### config.mk
export PLATFORM = sky130hd
export DESIGN_NAME = palindrome_arbiter
export DESIGN_NICKNAME = d
export VERILOG_FILES = /design/src/rtl/palindrome_arbiter.sv
export SDC_FILE = /design/constraint.sdc
export NUM_CORES = 1
export LEC_CHECK = 0
export CAP_MARGIN = 40
export CORE_MARGIN = 2
export CORE_UTILIZATION = 30
export DETAILED_ROUTE_END_ITERATION = 10
export HOLD_SLACK_MARGIN = 0.03
export MAX_ROUTING_LAYER = met4
export PLACE_DENSITY = 0.58
export SYNTH_ARGS = -nofsm -noshare
export SYNTH_HDL_FRONTEND = slang
export SYNTH_SLANG_ARGS = --single-unit
### constraint.sdc
create_clock -name clk -period 5.3 [get_ports clk]
set_input_delay 0.795 -clock clk [delete_from_list [all_inputs] [get_ports clk]]
set_output_delay 0.795 -clock clk [all_outputs]
set_load 0.01 [all_outputs]
### src/rtl/palindrome_arbiter.sv
// palindrome_arbiter: round-robin front end for one shared serial palindrome checker.
// A granted word is checked one mirrored bit pair per cycle, from the outside
// pair inward. The check stops at the first mismatching pair. The result is
// returned as a tagged, one-cycle response.
//
// state | meaning
// ------+------------------------------------------------------------
// IDLE  | waiting for a request; req_ready is driven for the RR winner
// CHECK | comparing word[WIDTH-1-idx] against word[idx], one pair/cycle
// DONE  | resp_valid high for one cycle; resp_id/resp_palindrome valid
module palindrome_arbiter #(
  parameter int NUM_REQ = 4,
  parameter int WIDTH   = 8,
  parameter int ID_W    = $clog2(NUM_REQ)
) (
  input  logic                       clk,
  input  logic                       rst,
  input  logic [NUM_REQ-1:0]         req_valid,
  input  logic [NUM_REQ*WIDTH-1:0]   req_data,
  output logic [NUM_REQ-1:0]         req_ready,
  output logic                       resp_valid,
  output logic [ID_W-1:0]            resp_id,
  output logic                       resp_palindrome,
  output logic                       busy
);

  // IDX_W stays at least 1 bit wide, even when WIDTH == 2.
  localparam int IDX_W = $clog2(WIDTH);
  localparam logic [IDX_W-1:0] LAST_PAIR = IDX_W'(WIDTH/2 - 1);

  localparam logic [1:0] IDLE  = 2'd0;
  localparam logic [1:0] CHECK = 2'd1;
  localparam logic [1:0] DONE  = 2'd2;

  logic [1:0]       state;
  logic [WIDTH-1:0] word;
  logic [IDX_W-1:0] idx;
  logic [ID_W-1:0]  cur_id;
  logic [ID_W-1:0]  last_grant;
  logic [ID_W-1:0]  sel;
  logic             any_req;

  // Round-robin search: the first valid requester after last_grant, with wrap-around.
  always_comb begin
    sel     = '0;
    any_req = 1'b0;
    for (int off = 1; off <= NUM_REQ; off++) begin
      if (!any_req && req_valid[(int'(last_grant) + off) % NUM_REQ]) begin
        any_req = 1'b1;
        sel     = ID_W'((int'(last_grant) + off) % NUM_REQ);
      end
    end
  end

  // Grant strobe. It only exists in IDLE, so its only input path is req_valid.
  always_comb begin
    req_ready = '0;
    for (int i = 0; i < NUM_REQ; i++) begin
      req_ready[i] = (state == IDLE) && any_req && (sel == ID_W'(i));
    end
  end

  assign resp_valid = (state == DONE);
  assign busy       = (state != IDLE);

  // Sequencer: capture on grant, walk the pairs inward, publish the result on entry to DONE.
  always_ff @(posedge clk or posedge rst) begin
    if (rst) begin
      state           <= IDLE;
      word            <= '0;
      idx             <= '0;
      cur_id          <= '0;
      last_grant      <= ID_W'(NUM_REQ - 1);
      resp_id         <= '0;
      resp_palindrome <= 1'b0;
    end else begin
      case (state)
        IDLE: begin
          if (any_req) begin
            word       <= req_data[int'(sel)*WIDTH +: WIDTH];
            cur_id     <= sel;
            last_grant <= sel;
            idx        <= '0;
            state      <= CHECK;
          end
        end
        CHECK: begin
          if (word[WIDTH-1-int'(idx)] != word[idx]) begin
            resp_palindrome <= 1'b0;
            resp_id         <= cur_id;
            state           <= DONE;
          end else if (idx == LAST_PAIR) begin
            resp_palindrome <= 1'b1;
            resp_id         <= cur_id;
            state           <= DONE;
          end else begin
            idx <= idx + IDX_W'(1);
          end
        end
        DONE:    state <= IDLE;
        default: state <= IDLE;
      endcase
    end
  end

endmodule

Word-level counts from Yosys, hierarchy flattened
Index checks and enable logic that the tools add are counted.
{ "totals": {"regBits": 20, "input_bits": 38} }
{ "classes": {"add_sub_neg": 6, "order_cmp": 6, "eq_ne": 11, "shift": 1, "muxes": 37, "bitwise": 4, "reduce_logical": 24} }
{ "ops": {"columns": ["op", "count"], "rows": [
  ["$shiftx A32 B6 Y8", 1],
  ["$lt A3 B4 Y1 const B", 5],
  ["$mux W2", 9],
  ["$mux W1", 17],
  ["$mux W3", 3],
  ["$bmux W1 S2", 4],
  ["$logic_and A1 B1 Y1", 8],
  ["$reduce_or A2 Y1", 4],
  ["$bmux W1 S3", 2],
  ["$eq A2 B2 Y1 const B", 3],
  ["$ne A2 B2 Y1 const B", 3],
  ["$pmux W3 S2", 1],
  ["$reduce_and A2 Y1", 3],
  ["$reduce_bool A2 Y1", 3],
  ["$lt A4 B5 Y1 const B", 1],
  ["$add A2 B1 Y2 const B", 2],
  ["$add A2 B2 Y2 const B", 2],
  ["$and A1 B1 Y1 const A", 4],
  ["$eq A2 B1 Y1 const B", 2],
  ["$logic_not A2 Y1", 2],
  ["$pmux W2 S2", 1],
  ["$reduce_and A4 Y1", 1],
  ["$sub A3 B3 Y4 const A", 1],
  ["$add A3 B1 Y3 const B", 1],
  ["other kinds (4)", 6]
]} }

Longest topological paths before layout
Gate-level depths: netlist of the first run.
{ "depth": {"depth_word": 18, "depth_mapped": 7, "depth_no_buf": 5} }

Worst setup path after synthesis of the first run
OpenSTA, ideal clock, no wires.
{ "synth_path": {"kind": "input-to-output", "start": "in req_valid[3]", "end": "out req_ready[2]", "t_arrival_ns": 1.806, "path_slack_ns": 2.699, "path_stages": 6, "n_path_buf": 1, "cell_sequence": "nor2_1 -> nor3_1 -> a211oi_1 -> buf_2 -> inv_2 -> nor2_1"} }
{ "synth_between": {"elab_chain_cells": 15, "elab_cells_between_ends": 29} }
{ "synth_rtl": {"columns": ["element", "line_no", "text"], "rows": [
  ["start, declared", "18", "input logic [NUM_REQ-1:0] req_valid,"],
  ["$bmux W1 S2", "48", "if (!any_req && req_valid[(int'(last_grant) + off) % NUM_REQ]) begin"],
  ["$mux W1 (implied by the code) (2 in a row)", "48", null],
  ["$mux W1", "48", null],
  ["$logic_not A1 Y1", "48", null],
  ["$logic_and A1 B1 Y1", "48", null],
  ["$mux W1", "48", null],
  ["$logic_not A1 Y1", "48", null],
  ["$logic_and A1 B1 Y1", "48", null],
  ["$mux W1", "48", null],
  ["$logic_not A1 Y1", "48", null],
  ["$logic_and A1 B1 Y1", "48", null],
  ["$mux W2 or $mux W1 (tied branches)", "48", null],
  ["$eq A2 B2 Y1 or $logic_and A1 B1 Y1 (tied branches)", "59", "req_ready[i] = (state == IDLE) && any_req && (sel == ID_W'(i));"],
  ["$logic_and A1 B1 Y1 (*)", "59", null],
  ["end, declared", "20", "output logic [NUM_REQ-1:0] req_ready,"]
]} }
Mark *: on every way between the ends. The rest lies on a longest branch, timed or not. The select of a mux whose other input is x is not followed.

Final worst setup path of the first run
{ "layout_path": {"start": "in req_valid[3]", "end": "out req_ready[3]"} }
Same word-level chain as after synthesis.

==> metrics.txt, run 1 <==
DP Worst Slack 1566 ps; Die H 67.87 microns; Area contributors post-synth dfrtp_1 (37%), mux2i_1 (16%), o221ai_1 (6.4%); DR vias/cell 4.842; post-synth net total 169; fraction of layout cells with a size suffix above 1 5.814%; Pwr Density 487.5 nW/um^2; TritonRoute pass-1 iters 5; multi-input logic area 678.2 sq um; Hold Crit Start cur_id[1]; Hold Path Stages 1; Fill cells 383; ratio of final minimum period to clock period 70.52%; die area 4606 sq um; Setup-failing EPs final 0; status finished clean; Worst Path Max Fanout 15; Yosys reg bits 20; clock transition at the registers of the reported paths 70 ps; Pleak 0.7827 nW; area of the core 3971 sq um; worst hold path type reg2reg; fin crit period 3738 ps; Layout Nets 213; Worst setup EP type output port; Via Count 1075; Cells after Synth 129; row count 23; top cell type's share of synthesized area 36.81%; clk sinks 20; Routability Congestion 0.7963; cell depth of the worst flop-to-flop path 5; Reg area 503.0 sq um; reg-to-reg startpoint idx[0]; vias in the first global route 1061; clk_skew 3.941 ps; crit path from req_valid[3]; Fin. Hold Viols 0; Root Buffer Master clkbuf_8; I/O Pins 47; Setup TNS 0 ps; Crit Path Class in2out; Finished Layout Cells 222; Rel. slew slack 50.15%; Cell Area, Placed 1730 sq um; TritonCTS Buffers 3; largest net degree at the start of global routing 22; antenna viol nets, final 0; crit path DAT 2940 ps; CP Launch Type primary input; Remaining DRCs 0; setup bufs post-CTS 0; Slew Viols, Final 0; post-synthesis sequential area ratio 41.10%; # hold bufs at CTS 0; clock tree from TritonCTS done; synthesized cell area 1224 sq um; Initial Util 30.81%; clock tree buffer depth 2; Max VDD drop 0.0001785 V; global-route wire length before repair 4.774 mm; cell taking the most area after synthesis dfrtp_1; H-tree levels 1; gr usage total 13.84%; n_diodes 0; Mean Syn Cell Area 9.486 sq um; post_cts resized 0; Ys Warns 0; final WL 2.765 mm; synth unique cells 29; design area 1785 sq um; Port Buffers 46; PnR worst setup slack 1562 ps; antenna violations before repair 0; max frequency 267.6 MHz; total gr overflow 0; Worst-Skew Late Latency 250 ps; area grow syn2layout 45.91%; WL/cell 12.45 microns; RSZ-0062 raised after global routing no; critical path required time 4510 ps; Die X 67.87 microns; Worst-Margin Slew 746.9 ps; DP Cell Count 218; max-cap viol count 0; Iteration-0 DRC Markers 42; dpl hpwl 2.102 mm
through the flow:
step	utilization [%]	hold WS [ps]	power, mW
finish	44.96	486.3	0.8703
global route	44.96	496.8	0.9518
CTS	44.96	481.6	0.8804
detailed placement	43.57	463.8	0.7619
global placement	43.57	476.6	0.7533
floorplan	-	439.8	0.6135
cell usage in the layout, fill, tap and decap left out:
| cell type | synthesis | layout |
|---|---|---|
| nand2b_1 | 5 | 5 |
| or2_1 | 2 | 2 |
| o211ai_1 | 1 | 1 |
| a211oi_4 | 0 | 1 |
| ha_1 | 2 | 2 |
| o221ai_1 | 9 | 9 |
| xnor2_1 | 1 | 1 |
| clkdlybuf4s50_1 | 0 | 46 |
| clkbuf_8 | 0 | 4 |
| inv_2 | 1 | 1 |
| buf_4 | 0 | 1 |
| inv_1 | 4 | 4 |
| nor2_1 | 8 | 8 |
| mux2_1 | 2 | 2 |
| or3b_1 | 3 | 3 |
| nand3b_1 | 2 | 2 |
| dfrtp_1 | 18 | 18 |
| dfstp_2 | 2 | 2 |
| a21oi_1 | 9 | 9 |
| mux2i_1 | 19 | 19 |
| xor2_1 | 3 | 3 |
| nand3_1 | 1 | 1 |
| nand2_1 | 19 | 19 |
| or3_1 | 1 | 1 |
| a21o_1 | 1 | 1 |
| o21ai_1 | 2 | 2 |
| a2111oi_2 | 1 | 1 |
| o22ai_1 | 1 | 1 |
| nor3_1 | 1 | 1 |
| nor2b_1 | 2 | 2 |
worst paths after layout:
check / slack (ps) / endpoint
worst max-delay path: 1560 / req_ready[3]
worst min-delay path: 490 / resp_id[1]
worst max register to register: 3380 / idx[0]
worst min register to register: 490 / resp_id[1]
max in group asynchronous: 3850 / word[3]
min in group asynchronous: 980 / idx[2]
worst max-delay path, cell delays in order:
cell and delay, ps:
clkdlybuf4s50_1 470, nor2_1 220, a21o_1 440, or2_1 430, nor2_1 80, clkdlybuf4s50_1 490
report_power, final:
part           leakage, nW  switching (mW)  total [mW]  internal, mW
registers            0.246          0.0568       0.288         0.231
logic                0.508           0.234       0.467         0.233
clock network       0.0288          0.0490       0.115        0.0660
synth_stat cells:
cell	instances
a2111oi_2	1
a211oi_1	1
a21o_1	1
a21oi_1	9
buf_2	5
clkbuf_1	3
dfrtp_1	18
dfstp_2	2
ha_1	2
inv_1	4
inv_2	1
mux2_1	2
mux2i_1	19
nand2_1	19
nand2b_1	5
nand3_1	1
nand3b_1	2
nor2_1	8
nor2b_1	2
nor3_1	1
o211ai_1	1
o21ai_1	2
o221ai_1	9
o22ai_1	1
or2_1	2
or3_1	1
or3b_1	3
xnor2_1	1
xor2_1	3
routing by layer:
layer	wire [microns]	GRT usage (%)	share of wire, %	up-vias
met2	1276	21.57	46	39
li1	-	-	-	542
met4	12	2.250	0.43	0
met3	147	2.467	5.3	2
met1	1328	19.22	48	492
met5	0	-	0	-
logic make-up (layout without fill, tap and decap cells):
group                      after synthesis  after routing  synth area share, %
and+or+nand+nor                         44             44                17.59
AOI/OAI and AO/OA                       25             25                14.52
muxes                                   21             21                17.38
DFF                                     20             20                41.10
buffers and inverters                   13             56                4.498
xor gates and xnor gates                 4              4                2.864
adders and majority gates                2              2                2.045
state kept, by name, summed over array words and instances, names as in the netlist:
| name | cells |
|---|---|
| word | 8 |
| idx | 3 |
| cur_id | 2 |
| last_grant | 2 |
| resp_id | 2 |
| state | 2 |
| resp_palindrome | 1 |
layout make-up:
| class | instances | area share, % |
|---|---|---|
| clock buffers | 4 | 3.083 |
| well taps | 50 | 3.504 |
| flip-flops and latches | 20 | 28.17 |
| repair buffers | 47 | 26.21 |
| multi-input cells | 96 | 37.98 |
| inverters | 5 | 1.051 |
Note: power is estimated with default switching activity, not from simulation.
==> inputs of run 2 (changes only) <==
- clock period: 5.3 -> 3.86 ns (I/O delays scaled with it)
==> run 2 against run 1 <==
Net effect: via count barely moved; clock skew rose by 2.3 ps; count of clock-buffer cells in the layout did not move; first-iteration DRC count is 45% lower; worst hold slack improved by 6.6 ps; sequential power up 39%; final area down 0.56%; setup slack lost 980 ps; flip-flop and latch count unchanged; critical endpoint unchanged; largest cell class unchanged; largest power group unchanged.
==> metrics.txt, run 2 (synthesis results as in run 1) <==
TritonRoute pass-1 iters 4 (-1); Fill cells 381 (-0.52%); CP cell instances clkdlybuf4s50_1 > nor2_1 > a21o_1 > or2_1 > nor2_1 > clkdlybuf4s50_1; antenna viol nets, final 0 (unchanged); area of the core 3971 sq um (unchanged); gr usage total 13.78% (-0.060 points); P_int 0.7115 mW (+34%); Top Registers word: 8 flops, idx: 3 flops; Die X 67.87 microns (unchanged); reg-to-reg startpoint last_grant[0]; Buf/Inv on CP 2 (unchanged); clock tree from TritonCTS done; status finished clean; crit path from req_valid[3]; Psw 0.4718 mW (+39%); Slew Viols, Final 0 (unchanged); area grow syn2layout 45.09%; CP endpoint req_ready[3]; max frequency 304.9 MHz; Rel. slew slack 51.22% (+1.1 points); row count 23 (unchanged); Pwr Density 666.5 nW/um^2 (+37%); I/O Pins 47 (unchanged); max reg flops 8 (unchanged); fin crit period 3280 ps; antenna violations before repair 0 (unchanged); Setup-failing EPs final 0 (unchanged); CP max stage cell clkdlybuf4s50_1; Remaining DRCs 0 (unchanged); Pwr Total 1.183 mW (+36%); # hold bufs at CTS 0 (unchanged); fraction of layout cells with a size suffix above 1 5.233% (-0.58 points); Port Buffers 46 (unchanged); Worst-Skew Late Latency 260 ps (about the same); clock tree buffer depth 2 (unchanged); crit path DAT 2700 ps (-240 ps); sw frac 39.87% (+0.82 points); TritonCTS Buffers 3 (unchanged); post_cts resized 0 (unchanged); CP top delay family buffers and inverters; largest reg by FF count word; CP peak stage delay 500 ps (about the same); Setup TNS 0 ps (unchanged); combinational share of power 54.6% (+0.9 points); Worst-Margin Slew 730.9 ps (-16.07 ps); Iteration-0 DRC Markers 23 (-45%); Worst setup EP type output port; CP Launch Type primary input; Max VDD drop 0.0002985 V (+67%); clock transition at the registers of the reported paths 70 ps (about the same); worst hold path type reg2reg; most common cell after layout, fill and taps aside clkdlybuf4s50_1; RSZ-0062 raised after global routing no; n_diodes 0 (unchanged); r2r setup slk 1750 ps (-1630 ps); Layout Nets 213 (unchanged); setup bufs post-CTS 0 (unchanged); global-route wire length before repair 4.636 mm (-2.9%); Routability Congestion 0.7817 (-1.8%); Worst Path Max Fanout 15 (unchanged); largest net degree at the start of global routing 21 (-4.5%); Clk pwr share 11.7% (-1.5 points); vias in the first global route 1061 (unchanged); die area 4606 sq um (unchanged); commonest cells after routing, fill and taps aside clkdlybuf4s50_1 (46), nand2_1 (19), mux2i_1 (19), dfrtp_1 (18); Pleak 0.7767 nW (-0.77%); WL/cell 12.42 microns (-0.29%); max-cap viol count 0 (unchanged); reg2reg end word[6]; clk sinks 20 (unchanged); H-tree levels 1 (unchanged); Flop pwr share 33.7% (+0.6 points); ratio of final minimum period to clock period 84.97%; Root Buffer Master clkbuf_8; dpl hpwl 2.158 mm (+2.7%); Fin. Hold Viols 0 (unchanged); Die H 67.87 microns (unchanged); Crit Path Class in2out; Initial Util 30.81% (unchanged); DR vias/cell 4.838 (about the same); Via Count 1074 (-0.093%); total gr overflow 0 (unchanged); final WL 2.757 mm (-0.29%); critical path required time 3280 ps (-1230 ps); stages on the worst setup path 6 (unchanged); clk_skew 6.238 ps (+2.297 ps); cell depth of the worst flop-to-flop path 6 (+1)
-- run 2: cell counts in the layout (fill, tap and decap cells not counted) --
No cell type changed its count.
-- run 2: area by class of cell --
| cell class | count | area [sq um] | area share (%) |
|---|---|---|---|
| Clock buffer | 4 | 45.04 | 2.537 |
| Tap cell | 50 | 62.56 | 3.524 |
| Inverter | 5 | 18.77 | 1.057 |
| Multi-Input combinational cell | 96 | 678.2 | 38.20 |
| Sequential cell | 20 | 503.0 | 28.33 |
| Timing Repair Buffer | 47 | 467.9 | 26.36 |
-- run 2: power groups by stage --
| stage | sequential (mW) | clock, mW | combinational, mW |
|---|---|---|---|
| CTS | 0.400 | 0.142 | 0.656 |
| global placement | 0.397 | 0 | 0.639 |
| finish | 0.399 | 0.138 | 0.646 |
| detailed placement | 0.404 | 0 | 0.650 |
| global route | 0.414 | 0.155 | 0.723 |
| floorplan | 0.374 | 0 | 0.469 |
-- run 2: layer usage --
metal  up-vias  track usage, %  wire, microns  share of wire, %
met5         -               -              0                 0
met4         0           2.250             14              0.51
met3         2           3.947            169               6.1
met2        40           22.67           1323                48
met1       490           17.18           1250                45
li1        542               -              -                 -
-- run 2: how the worst min path moves through the flow --
| stage | from | depth (start not counted) | end | slack (ps) |
|---|---|---|---|---|
| floorplan | cur_id[1] | 2 | cur_id[1] | 440 |
| global placement | resp_id[1] | 1 | resp_id[1] | 470 |
| detailed placement | resp_id[1] | 1 | resp_id[1] | 480 |
| CTS | resp_id[1] | 1 | resp_id[1] | 500 |
| global route | resp_id[1] | 1 | resp_id[1] | 510 |
| finish | resp_id[1] | 1 | resp_id[1] | 490 |
-- run 2: through the flow --
| step | hold slack [ps] | cell area [sq um] | instances | util [%] | worst slack (ps) |
|---|---|---|---|---|---|
| after floorplan | 439.8 | 1224 | 129 | - | 1691 |
| after global routing | 514.0 | 1775 | 222 | 44.71 | 395.0 |
| after detailed placement | 480.8 | 1730 | 218 | 43.57 | 575.8 |
| after CTS | 497.8 | 1775 | 222 | 44.71 | 576.2 |
| final | 492.9 | 1775 | 222 | 44.71 | 580.1 |
| after global placement | 472.6 | 1730 | 218 | 43.57 | 657.9 |
==> inputs of run 3 (changes only) <==
- clock period: 3.86 -> 3.3 ns (I/O delays scaled with it)
==> run 3 against run 2 <==
Net effect: worst hold slack lost 20 ps; utilization up 0.57 points; register-to-register slack lost 450 ps; clock skew shrank 4.5 ps; global-route usage up 1.1 points; final area grew 1.3%; non-clock buffer count increased by 3; total power increased by 19%; routed wire length grew 3.5%; first-iteration DRC count increased by 48%; sequential power increased by 16%; critical path type unchanged.
==> metrics.txt, run 3 (synthesis results as in run 1) <==
Worst setup EP type output port; grt peak-use layer met2; Top Registers word: 8 flops, idx: 3 flops; combinational share of power 55.3% (+0.7 points); clock tree from TritonCTS done; total gr overflow 0 (unchanged); Final Util 45.27% (+0.57 points); TritonRoute pass-1 iters 4 (unchanged); n_diodes 0 (unchanged); global-route wire length before repair 5.016 mm (+8.2%); WL/cell 12.68 microns (+2.1%); fin crit period 2830 ps; max-cap viol count 0 (unchanged); TritonCTS Buffers 3 (unchanged); H-tree levels 1 (unchanged); P_int 0.8546 mW (+20%); Hold Path End cur_id[1]; Pwr Total 1.410 mW (+19%); Iteration-0 DRC Markers 34 (+48%); largest net degree at the start of global routing 21 (unchanged); cell depth of the worst flop-to-flop path 6 (unchanged); Die X 67.87 microns (unchanged); row count 23 (unchanged); Die H 67.87 microns (unchanged); I/O Pins 47 (unchanged); status finished clean; Max VDD drop 0.0003572 V (+20%); Flop pwr share 32.9% (-0.8 points); post_cts resized 0 (unchanged); Routability Congestion 0.7966 (+1.9%); Fill cells 387 (+1.6%); gr usage total 14.87% (+1.1 points); Pleak 0.7901 nW (+1.7%); Clk pwr share 11.8% (about the same); r2r setup slk 1300 ps (-450 ps); clock tree buffer depth 2 (unchanged); area of the core 3971 sq um (unchanged); max reg flops 8 (unchanged); clk_skew 1.750 ps (-4.488 ps); worst hold path type reg2reg; clk sinks 20 (unchanged); Worst Path Max Fanout 6 (-9); reg2reg end word[2]; Worst-Skew Late Latency 260 ps (about the same); RSZ-0062 raised after global routing no; clock transition at the registers of the reported paths 70 ps (about the same); Slew Viols, Final 0 (unchanged); CP Launch Type primary input; Via Count 1094 (+1.9%); # hold bufs at CTS 0 (unchanged); Root Buffer Master clkbuf_8; Hold Path Stages 2 (+1); Setup TNS 0 ps (unchanged); Port Buffers 46 (unchanged); crit path DAT 2340 ps (-360 ps); Layout Nets 216 (+1.4%); area grow syn2layout 46.93%; Pwr Density 784.3 nW/um^2 (+18%); antenna violations before repair 0 (unchanged); setup bufs post-CTS 0 (unchanged); commonest cells after routing, fill and taps aside clkdlybuf4s50_1 (46), nand2_1 (19), mux2i_1 (19), dfrtp_1 (18); antenna viol nets, final 0 (unchanged); vias in the first global route 1117 (+5.3%); Finished Layout Cells 225 (+1.4%); final WL 2.854 mm (+3.5%); DR vias/cell 4.862 (+0.50%); fraction of layout cells with a size suffix above 1 6.857% (+1.6 points); Fin. Hold Viols 0 (unchanged); ratio of final minimum period to clock period 85.77%; Psw 0.5555 mW (+18%); Rel. slew slack 46.73% (-4.5 points); Hold Crit Start cur_id[1]; max frequency 353.3 MHz; most common cell after layout, fill and taps aside clkdlybuf4s50_1; M2 GR Usage 23.77% (+1.1 points); Initial Util 30.81% (unchanged); Remaining DRCs 0 (unchanged); reg-to-reg startpoint last_grant[0]; die area 4606 sq um (unchanged); Worst-Margin Slew 798.2 ps (+67.30 ps); met3 GRT Util 2.796% (-1.2 points); largest reg by FF count word; Setup-failing EPs final 0 (unchanged); DP Cell Count 221 (+1.4%); sw frac 39.40% (-0.47 points); dpl hpwl 2.219 mm (+2.8%); met1 usage 19.25% (+2.1 points); critical path required time 2800 ps (-480 ps); Crit Path Class in2out
[run 3: changes by cell type in the layout (fill, tap and decap cells not counted)]
cell | before | now
buf_4 | 1 | 4
[run 3: metal layers]
| metal | share of wire, % | vias to the layer above |
|---|---|---|
| li1 | - | 548 |
| met1 | 47 | 502 |
| met4 | 0.91 | 0 |
| met2 | 46 | 40 |
| met3 | 5.6 | 4 |
| met5 | 0 | - |
[run 3: layout make-up]
type / instances / area (sq um) / share of cell area [%]
flip-flops and latches: 20 / 503.0 / 27.97
clock buffers: 4 / 45.04 / 2.505
multi-input cells: 96 / 678.2 / 37.72
repair buffers: 50 / 490.5 / 27.28
inverters: 5 / 18.77 / 1.044
well taps: 50 / 62.56 / 3.479
[run 3: worst max-delay path: stages]
cell             delay (ps)
clkdlybuf4s50_1         470
nor2_1                  220
nor3_1                  120
a211oi_4                310
inv_2                    60
nor2_1                  110
clkdlybuf4s50_1         540
[run 3: worst max-delay path by stage]
| stage | from | end | slack (ps) | cells after the start |
|---|---|---|---|---|
| floorplan | last_grant[0] | req_ready[2] | 1270 | 6 |
| detailed placement | req_valid[3] | req_ready[0] | 470 | 6 |
| CTS | req_valid[3] | req_ready[1] | 480 | 6 |
| global route | req_valid[0] | req_ready[1] | 290 | 6 |
| finish | req_valid[3] | req_ready[2] | 470 | 7 |
| global placement | req_valid[0] | req_ready[1] | 500 | 6 |
[run 3: power groups by stage]
stage	registers (mW)	logic (mW)	clock network [mW]
6_report	0.464	0.780	0.166
5_1_grt	0.482	0.882	0.180
4_1_cts	0.466	0.794	0.173
3_5_place_dp	0.470	0.789	0
3_3_place_gp	0.464	0.775	0
2_1_floorplan	0.437	0.548	0
[run 3: metrics by stage]
| step | worst slack [ps] | cell area [sq um] | hold WS, ps |
|---|---|---|---|
| floorplan | 1269 | 1224 | 439.8 |
| global placement | 500.9 | 1753 | 451.0 |
| detailed placement | 473.3 | 1753 | 459.9 |
| CTS | 479.2 | 1798 | 479.0 |
| global route | 286.5 | 1798 | 515.3 |
| finish | 469.6 | 1798 | 473.0 |
